`config.mk`:
```
export PLATFORM = sky130hd
export DESIGN_NAME = qvalue_scan_flat
export DESIGN_NICKNAME = d
export VERILOG_FILES = /design/src/rtl/qvalue_scan_pkg.sv /design/src/rtl/qvalue_scan_if.sv /design/src/rtl/qvalue_scan.sv /design/src/flat_wrapper.sv
export SDC_FILE = /design/constraint.sdc
export NUM_CORES = 1
export LEC_CHECK = 0
export ABC_AREA = 1
export CAP_MARGIN = 20
export CORE_MARGIN = 2
export CORE_UTILIZATION = 40
export DETAILED_ROUTE_END_ITERATION = 16
export GPL_ROUTABILITY_DRIVEN = 0
export PLACE_DENSITY = 0.67
export SLEW_MARGIN = 10
export SYNTH_ARGS = -nofsm -noshare
export SYNTH_HDL_FRONTEND = slang
export SYNTH_SLANG_ARGS = --single-unit
```
`constraint.sdc`:
```
create_clock -name clock -period 1.89 [get_ports clock]
set_input_delay 0.378 -clock clock [delete_from_list [all_inputs] [get_ports clock]]
set_output_delay 0.378 -clock clock [all_outputs]
set_load 0.005 [all_outputs]
```
`src/rtl/qvalue_scan_pkg.sv`:
```
// Shared memory-map constants and scan FSM state type for the Q-value scanner.
// State set widens when QSCAN_WRITEBACK_EN is defined.
package qvalue_scan_pkg;

    localparam int unsigned MEM_WIDTH  = 8;
    localparam int unsigned WORD_WIDTH = 16;

    localparam logic [10:0] NEIGHBOR_ID_BASE     = 11'h048;
    localparam logic [10:0] QVALUE_BASE          = 11'h1C8;
    localparam logic [10:0] BETTERNBR_BASE       = 11'h668;
    localparam logic [10:0] NBR_COUNT_ADDR       = 11'h68A;
    localparam logic [10:0] BETTERNBR_COUNT_ADDR = 11'h68C;

    typedef enum logic [2:0] {
        ST_IDLE,
        ST_RD_CNT,
        ST_RD_Q,
        ST_RD_ID,
        ST_DONE
`ifdef QSCAN_WRITEBACK_EN
        , ST_WB_ID
        , ST_WB_CNT
`endif
    } state_t;

endpackage

```
`src/rtl/qvalue_scan_if.sv`:
```
// Request/result handshake plus node-memory port of the Q-value scanner.
// master = scanner side, slave = requester/memory side.
interface qvalue_scan_if #(
    parameter int unsigned ADDR_W = 11,
    parameter int unsigned WORD_W = 16
);
    logic              start;
    logic              busy;
    logic              done;
    logic              best_valid;
    logic [WORD_W-1:0] best_id;
    logic [WORD_W-1:0] best_q;
    logic [5:0]        best_idx;
    logic [ADDR_W-1:0] address;
    logic              wr_en;
    logic [WORD_W-1:0] data_in;
    logic [WORD_W-1:0] data_out;

    modport master (
        input  start, data_out,
        output busy, done, best_valid, best_id, best_q, best_idx,
        output address, wr_en, data_in
    );

    modport slave (
        output start, data_out,
        input  busy, done, best_valid, best_id, best_q, best_idx,
        input  address, wr_en, data_in
    );
endinterface

```
`src/rtl/qvalue_scan.sv`:
```
// Scans the neighbor table for the highest unsigned Q-value and reports the winner.
// Define QSCAN_WRITEBACK_EN to write the winner into betterneighbors[0]/betterneighborCount.
module qvalue_scan
    import qvalue_scan_pkg::*;
#(
    parameter int unsigned MAX_NBR = 64,
    parameter int unsigned ADDR_W  = 11,
    parameter int unsigned WORD_W  = 16
) (
    input  logic            clock,
    input  logic            nrst,
    qvalue_scan_if.master   bus
);

    localparam int unsigned CNT_W = $clog2(MAX_NBR + 1);

    state_t            state, state_next;
    logic [CNT_W-1:0]  nbr_cnt;
    logic [CNT_W-1:0]  idx;
    logic [CNT_W-1:0]  cnt_clamped;
    logic [WORD_W-1:0] q_cand;
    logic              take;
    logic              last;

    always_comb begin
        if (bus.data_out > WORD_W'(MAX_NBR))
            cnt_clamped = CNT_W'(MAX_NBR);
        else
            cnt_clamped = bus.data_out[CNT_W-1:0];
    end

    // Index 0 always seeds the result; afterwards only a strictly larger Q wins.
    assign take = (idx == '0) || (q_cand > bus.best_q);
    assign last = ((idx + CNT_W'(1)) == nbr_cnt);

    always_comb begin
        state_next  = state;
        bus.address = '0;
        bus.wr_en   = 1'b0;
        bus.data_in = '0;
        bus.busy    = 1'b1;
        bus.done    = 1'b0;
        case (state)
            ST_IDLE: begin
                bus.busy = 1'b0;
                if (bus.start)
                    state_next = ST_RD_CNT;
            end
            ST_RD_CNT: begin
                bus.address = ADDR_W'(NBR_COUNT_ADDR);
                if (cnt_clamped == '0) begin
`ifdef QSCAN_WRITEBACK_EN
                    state_next = ST_WB_CNT;
`else
                    state_next = ST_DONE;
`endif
                end else begin
                    state_next = ST_RD_Q;
                end
            end
            ST_RD_Q: begin
                bus.address = ADDR_W'(QVALUE_BASE) + ADDR_W'({idx, 1'b0});
                state_next  = ST_RD_ID;
            end
            ST_RD_ID: begin
                bus.address = ADDR_W'(NEIGHBOR_ID_BASE) + ADDR_W'({idx, 1'b0});
                if (last) begin
`ifdef QSCAN_WRITEBACK_EN
                    state_next = ST_WB_ID;
`else
                    state_next = ST_DONE;
`endif
                end else begin
                    state_next = ST_RD_Q;
                end
            end
`ifdef QSCAN_WRITEBACK_EN
            ST_WB_ID: begin
                bus.address = ADDR_W'(BETTERNBR_BASE);
                bus.wr_en   = 1'b1;
                bus.data_in = bus.best_id;
                state_next  = ST_WB_CNT;
            end
            ST_WB_CNT: begin
                bus.address = ADDR_W'(BETTERNBR_COUNT_ADDR);
                bus.wr_en   = 1'b1;
                bus.data_in = bus.best_valid ? WORD_W'(1) : '0;
                state_next  = ST_DONE;
            end
`endif
            ST_DONE: begin
                bus.done   = 1'b1;
                state_next = ST_IDLE;
            end
            default: state_next = ST_IDLE;
        endcase
    end

    always_ff @(posedge clock or negedge nrst) begin
        if (!nrst) begin
            state          <= ST_IDLE;
            nbr_cnt        <= '0;
            idx            <= '0;
            q_cand         <= '0;
            bus.best_valid <= 1'b0;
            bus.best_id    <= '0;
            bus.best_q     <= '0;
            bus.best_idx   <= '0;
        end else begin
            state <= state_next;
            case (state)
                ST_IDLE: begin
                    if (bus.start) begin
                        idx            <= '0;
                        bus.best_valid <= 1'b0;
                        bus.best_id    <= '0;
                        bus.best_q     <= '0;
                        bus.best_idx   <= '0;
                    end
                end
                ST_RD_CNT: nbr_cnt <= cnt_clamped;
                ST_RD_Q:   q_cand  <= bus.data_out;
                ST_RD_ID: begin
                    if (take) begin
                        bus.best_q     <= q_cand;
                        bus.best_id    <= bus.data_out;
                        bus.best_idx   <= 6'(idx);
                        bus.best_valid <= 1'b1;
                    end
                    idx <= idx + CNT_W'(1);
                end
                default: ;
            endcase
        end
    end

endmodule
```
`src/flat_wrapper.sv`:
```
// flat-port wrapper written by rule: the top's interface ports become plain ports
module qvalue_scan_flat import qvalue_scan_pkg::*;
#(
    parameter int unsigned MAX_NBR = 64,
    parameter int unsigned ADDR_W  = 11,
    parameter int unsigned WORD_W  = 16
)
  (clock, nrst, bus_start, bus_data_out, bus_busy, bus_done, bus_best_valid, bus_best_id, bus_best_q, bus_best_idx, bus_address, bus_wr_en, bus_data_in);
  qvalue_scan_if #(.ADDR_W(ADDR_W), .WORD_W(WORD_W)) bus_i ();
  input  logic clock;
  input  logic nrst;
  input wire logic [$bits(bus_i.start)-1:0] bus_start;
  input wire logic [$bits(bus_i.data_out)-1:0] bus_data_out;
  output wire logic [$bits(bus_i.busy)-1:0] bus_busy;
  output wire logic [$bits(bus_i.done)-1:0] bus_done;
  output wire logic [$bits(bus_i.best_valid)-1:0] bus_best_valid;
  output wire logic [$bits(bus_i.best_id)-1:0] bus_best_id;
  output wire logic [$bits(bus_i.best_q)-1:0] bus_best_q;
  output wire logic [$bits(bus_i.best_idx)-1:0] bus_best_idx;
  output wire logic [$bits(bus_i.address)-1:0] bus_address;
  output wire logic [$bits(bus_i.wr_en)-1:0] bus_wr_en;
  output wire logic [$bits(bus_i.data_in)-1:0] bus_data_in;
  assign bus_i.start = bus_start;
  assign bus_i.data_out = bus_data_out;
  assign bus_busy = bus_i.busy;
  assign bus_done = bus_i.done;
  assign bus_best_valid = bus_i.best_valid;
  assign bus_best_id = bus_i.best_id;
  assign bus_best_q = bus_i.best_q;
  assign bus_best_idx = bus_i.best_idx;
  assign bus_address = bus_i.address;
  assign bus_wr_en = bus_i.wr_en;
  assign bus_data_in = bus_i.data_in;
  qvalue_scan #(.MAX_NBR(MAX_NBR), .ADDR_W(ADDR_W), .WORD_W(WORD_W)) u_core (.clock(clock), .nrst(nrst), .bus(bus_i));
endmodule
```
## Word level (Yosys, flattened, before mapping)

Cells that the tools add are included.

- Equal/unequal tests: 7
- Multiplexer cells: 21
- $add $sub $neg: 3
- Magnitude comparators: 2
- Reduce and logical (&&, ||, !) cells: 7

Operators with widths:

| operator | count |
|---|---|
| one-hot mux 16 bit (2 select lines) | 2 |
| two-way mux 16 bit | 3 |
| one-hot mux 11 bit (3 select lines) | 1 |
| > comparator 16 bit | 1 |
| > comparator 16 x 7 -> 1 bit, second input constant | 1 |
| zero test 7 bit | 2 |
| two-way mux 7 bit | 2 |
| one-hot mux 7 bit (2 select lines) | 1 |
| two-way mux 6 bit | 2 |
| one-hot mux 3 bit (4 select lines) | 1 |
| one-hot mux 6 bit (2 select lines) | 1 |
| adder 9 x 8 -> 10 bit, first input constant | 1 |
| adder 7 x 8 -> 9 bit, first input constant | 1 |
| two-way mux 3 bit | 3 |
| adder 7 x 1 -> 7 bit, second input constant | 1 |
| == test 7 bit | 1 |
| == test 3 x 2 -> 1 bit, second input constant | 2 |
| two-way mux 1 bit | 4 |
| == test 3 x 1 -> 1 bit, second input constant | 1 |
| == test 3 bit, second input constant | 1 |
| zero test 3 bit | 1 |
| AND reduction 3 bit | 1 |
| != test 2 x 1 -> 1 bit, second input constant | 1 |
| != test 2 bit, second input constant | 1 |
| other kinds (4) | 4 |

- Bits in registers: 72
- Output and inout bits: 69

## Logic depth before layout (Yosys ltp)

- Depth in word-level cells: 5
- Mapped depth: 18
- Mapped depth without buffers: 16

## Worst setup path after synthesis

OpenSTA, ideal clock, no wires.

- Path kind: flip-flop to flip-flop
- Start point: reg u_core.bus.best_q[15]
- End point: reg u_core.bus.best_id[10]
- Setup time: 0.066 ns
- Slack: 0.100 ns
- Path buffers: 2
- Arrival: 1.724 ns
- Cell stages (with the launch flop): 13
- Path through: dfrtp_1 > inv_1 > ha_1 > nand2_1 > nor3_1 > nand2_1 > nand2_1 > nand2_1 > nand2_1 > buf_2 > buf_2 > nand3_1 > nand2_1

- Cells in the longest elaborated chain, start to end: 4

RTL lines:

| element | line | source |
|---|---|---|
| start: declaration | qvalue_scan_if.sv:21 | `output busy, done, best_valid, best_id, best_q, best_idx,` |
| start signal: assignment | qvalue_scan.sv:125 | `bus.best_q <= q_cand;` |
| > comparator 16 bit | qvalue_scan.sv:33 | `assign take = (idx == '0) \|\| (q_cand > bus.best_q);` |
| logical OR 1 bit | qvalue_scan.sv:33 |  |
| != test 2 x 1 -> 1 bit (no line) | n/a |  |
| AND reduction 3 bit (no line) | n/a |  |
| end signal: assignment | qvalue_scan.sv:126 | `bus.best_id <= bus.data_out;` |
| end: declaration | qvalue_scan_if.sv:21 |  |

Every way passes these cells.
A chain may end at the register's enable or synchronous reset.

## Worst setup path after layout

- Start point: reg u_core.bus.best_q[7]
- End point: reg u_core.bus.best_q[14]

- Cells in the longest elaborated chain, start to end: 4

RTL lines:

| element | line |
|---|---|
| > comparator 16 bit | qvalue_scan.sv:33 |
| logical OR 1 bit | qvalue_scan.sv:33 |
| != test 2 x 1 -> 1 bit (no line) | n/a |
| AND reduction 3 bit (no line) | n/a |

Every way passes these cells.

==> reports/results.txt <==
1st-pass router iterations - 5
Synthesis Warnings - 0
startpoint types - flip-flop
post-route minimum period - 1.97 ns
clk sink count - 72
Root Buffer - clkbuf_8
CP required - 2.18 ns
routed vias - 3829
Vias per Instance - 4.93
Max FO, Critical Path - 7
most used routing layer - met2
Worst R2R Setup Slack - -0.08 ns
RSZ-0062 raised after global routing - yes
Worst Path Arrival - 2.26 ns
TritonCTS clock tree - yes
sw frac - 42.8%
Fill cells - 808
Area Overhead vs Synth - 55.1%
max cap viols - 0
worst min-delay path category - input pin to async pin
flops & latches, synth - 72
PwrDens - 2160 mW/mm^2
Core Util, Final - 64.1%
vias in the first global route - 3839
GR Layer Usage met3 - 4.38%
drt wl/cell - 15.3 um
total CTS buffers - 9
drt drc - 0
htree depth - 3
Non-Filler Instances - 777
fin. max-slew vios - 0
die extent in y - 102 um
CP endpoint kind - flip-flop
Unique masters post-synth - 28
drt initial violations - 191
first-pass GRT wire length - 18400 um
final setup vio count - 43
Initial Utilization - 41.4%
core footprint - 0.00928 mm^2
combinational share of power - 68.3%
Critical path destination - u_core.bus.best_q[14]$_DFFE_PN0P_
R2R depth - 14
Post-Route WL - 11900 um
Sw Pwr - 0.00552 W
GR Layer Usage met2 - 40.2%
Final nets - 683
final setup margin - -0.0842 ns
Reg-to-Reg End - u_core.bus.best_q[14]$_DFFE_PN0P_
critical path class - flip-flop to flip-flop
internal power - 0.00737 W
Reg-to-Reg Start - u_core.bus.best_q[7]$_DFFE_PN0P_
status - finished, violations left
pre-CTS WS - -0.135 ns
Leakage - 3.04 nW
met1 Use GR - 28.6%
Post-Synthesis Cells - 480
total track usage - 23.1%
row count - 35
Die Width - 102 um
DPL Wire Length - 7240 um
Peak supply drop - 0.00108 V
PortBufs - 69
commonest cells after routing, fill and taps aside - nand2_1 (134), buf_4 (85), dfrtp_1 (70)
Post-Syn Area per Cell - 8.00 um^2
layout cells sized above 1 - 30.2%
Critical path origin - u_core.bus.best_q[7]$_DFFE_PN0P_
Final Skew - 0.0101 ns
Final Cycle Share - 104%
most common cell after layout, fill and taps aside - nand2_1
violations in the final reports - negative setup slack
Synth Cell Area - 0.00384 mm^2
deepest clock path buffer count - 2
grt ovf - 0
Sequential Power Share - 22.2%
clock insertion delay at the later pin of the skew report - 0.36 ns
Routed Antenna Nets - 0
antenna violations before repair - 0
Clk pwr share - 9.5%
Worst-path clk slew - 0.08 ns
number of diodes - 0
largest net degree at the start of global routing - 73
Final Hold Vio Count - 0
Seq/Total Area, Yosys - 46.9%
full die area - 0.0104 mm^2
post-placement cell count - 728
achievable frequency - 0.507 GHz
I/O pin cnt - 88
flip-flops by register name (all words and copies together), names as in the netlist:
signal	cells
u_core.idx	7
u_core.q_cand	16
u_core.nbr_cnt	7
u_core.state	3
u_core.bus.best_idx	6
u_core.bus.best_id	16
u_core.bus.best_q	16
u_core.bus.best_valid	1
logic make-up (layout without fill, tap and decap cells):
kind of cell,count (synthesis),after routing,share of synthesized area [%]
other,1,18,0.0977
XOR/XNOR,12,12,2.74
AO/OA/AOI/OAI,43,43,6.55
AND/OR/NAND/NOR,248,248,26.7
buffers and inverters,84,235,10.5
flip-flops,72,72,46.9
adder cells (fa/ha/maj),20,20,6.52
what timing repair did:
action / CTS / global route
gates resized for setup: 84 / 53
pin swaps: 14 / 15
setup buffers: 13 / 15
gates cloned: 5 / 3
hold buffers: 0 / 0
setup endpoints to repair: 50 / 50
how the worst min path moves through the flow:
stage	startpoint	end	slack [ns]	cells after the start
after floorplan	nrst	u_core.bus.best_id[0]$_DFFE_PN0P_	0.08	0
after global placement	nrst	u_core.bus.best_id[9]$_DFFE_PN0P_	0.44	2
after detailed placement	nrst	u_core.bus.best_id[9]$_DFFE_PN0P_	0.44	2
after CTS	nrst	u_core.bus.best_id[9]$_DFFE_PN0P_	0.07	2
after global routing	nrst	u_core.bus.best_id[8]$_DFFE_PN0P_	0.08	2
final	nrst	u_core.bus.best_id[9]$_DFFE_PN0P_	0.03	2
worst max-delay path, cell delays in order (launching register included):
cell and delay [ns]:
dfrtp_1 0.36, inv_1 0.06, ha_1 0.31, a21o_1 0.18, nor2_1 0.10, nand2_1 0.06, nand2_1 0.06, nand2_1 0.05
nand2_2 0.09, nand2_4 0.07, buf_12 0.14, nand2_8 0.14, clkbuf_16 0.18, nand2_1 0.05, nand2_1 0.05
through the flow:
| step | area (um^2) | TNS (ns) | hold WS [ns] | power [W] |
|---|---|---|---|---|
| 5_1_grt | 5950 | -5.64 | 0.0758 | 0.0138 |
| 6_report | 5950 | -2.01 | 0.0345 | 0.0129 |
| 3_3_place_gp | 5080 | -3.04 | 0.438 | 0.00884 |
| 3_5_place_dp | 5080 | -4.44 | 0.445 | 0.00901 |
| 4_1_cts | 5640 | -2.56 | 0.0654 | 0.0118 |
| 2_1_floorplan | 3900 | 0 | 0.0824 | 0.00610 |
per-layer routing:
| metal | vias to the layer above | wire length [um] |
|---|---|---|
| met5 | - | 0 |
| li1 | 1817 | - |
| met3 | 27 | 764 |
| met1 | 1832 | 4840 |
| met2 | 153 | 6010 |
| met4 | 0 | 250 |
power groups by stage:
stage	clock (W)	combinational (W)	sequential [W]
final	0.00122	0.00881	0.00286
after global routing	0.00130	0.00958	0.00294
after CTS	0.00123	0.00774	0.00280
after detailed placement	0	0.00623	0.00278
after global placement	0	0.00610	0.00274
after floorplan	0	0.00331	0.00279
cells in the mapped netlist:
master / n / area share (%)
o22ai_1: 6 / 0.98
nor2_2: 2 / 0.33
nand3_1: 50 / 6.5
inv_2: 2 / 0.20
conb_1: 1 / 0.098
buf_6: 2 / 0.59
buf_4: 18 / 3.5
o21ai_0: 18 / 2.3
buf_2: 5 / 0.65
a41oi_2: 1 / 0.42
o21ai_1: 1 / 0.13
dfrtp_1: 72 / 47
o31ai_1: 5 / 0.98
clkbuf_1: 6 / 0.59
inv_1: 47 / 4.6
nor3_1: 1 / 0.13
a21oi_1: 10 / 1.3
buf_1: 4 / 0.39
or2_2: 1 / 0.16
nor2_8: 1 / 0.52
xnor2_1: 3 / 0.68
o211ai_1: 1 / 0.20
nand2_1: 165 / 16
xor2_1: 9 / 2.1
a21o_1: 1 / 0.20
nor2_1: 26 / 2.5
nand4_1: 2 / 0.33
ha_1: 20 / 6.5
area by class of cell:
class	count	area, um^2	share of cell area [%]
Multi-Input combinational cell	341	2000	33.6
Sequential cell	72	1800	30.3
Timing Repair Buffer	171	1610	27.1
Inverter	49	186	3.13
Tap cell	129	161	2.71
Clock buffer	11	141	2.37
Clock inverter	4	45.0	0.756
No activity file was read; power rests on OpenSTA's default activity.
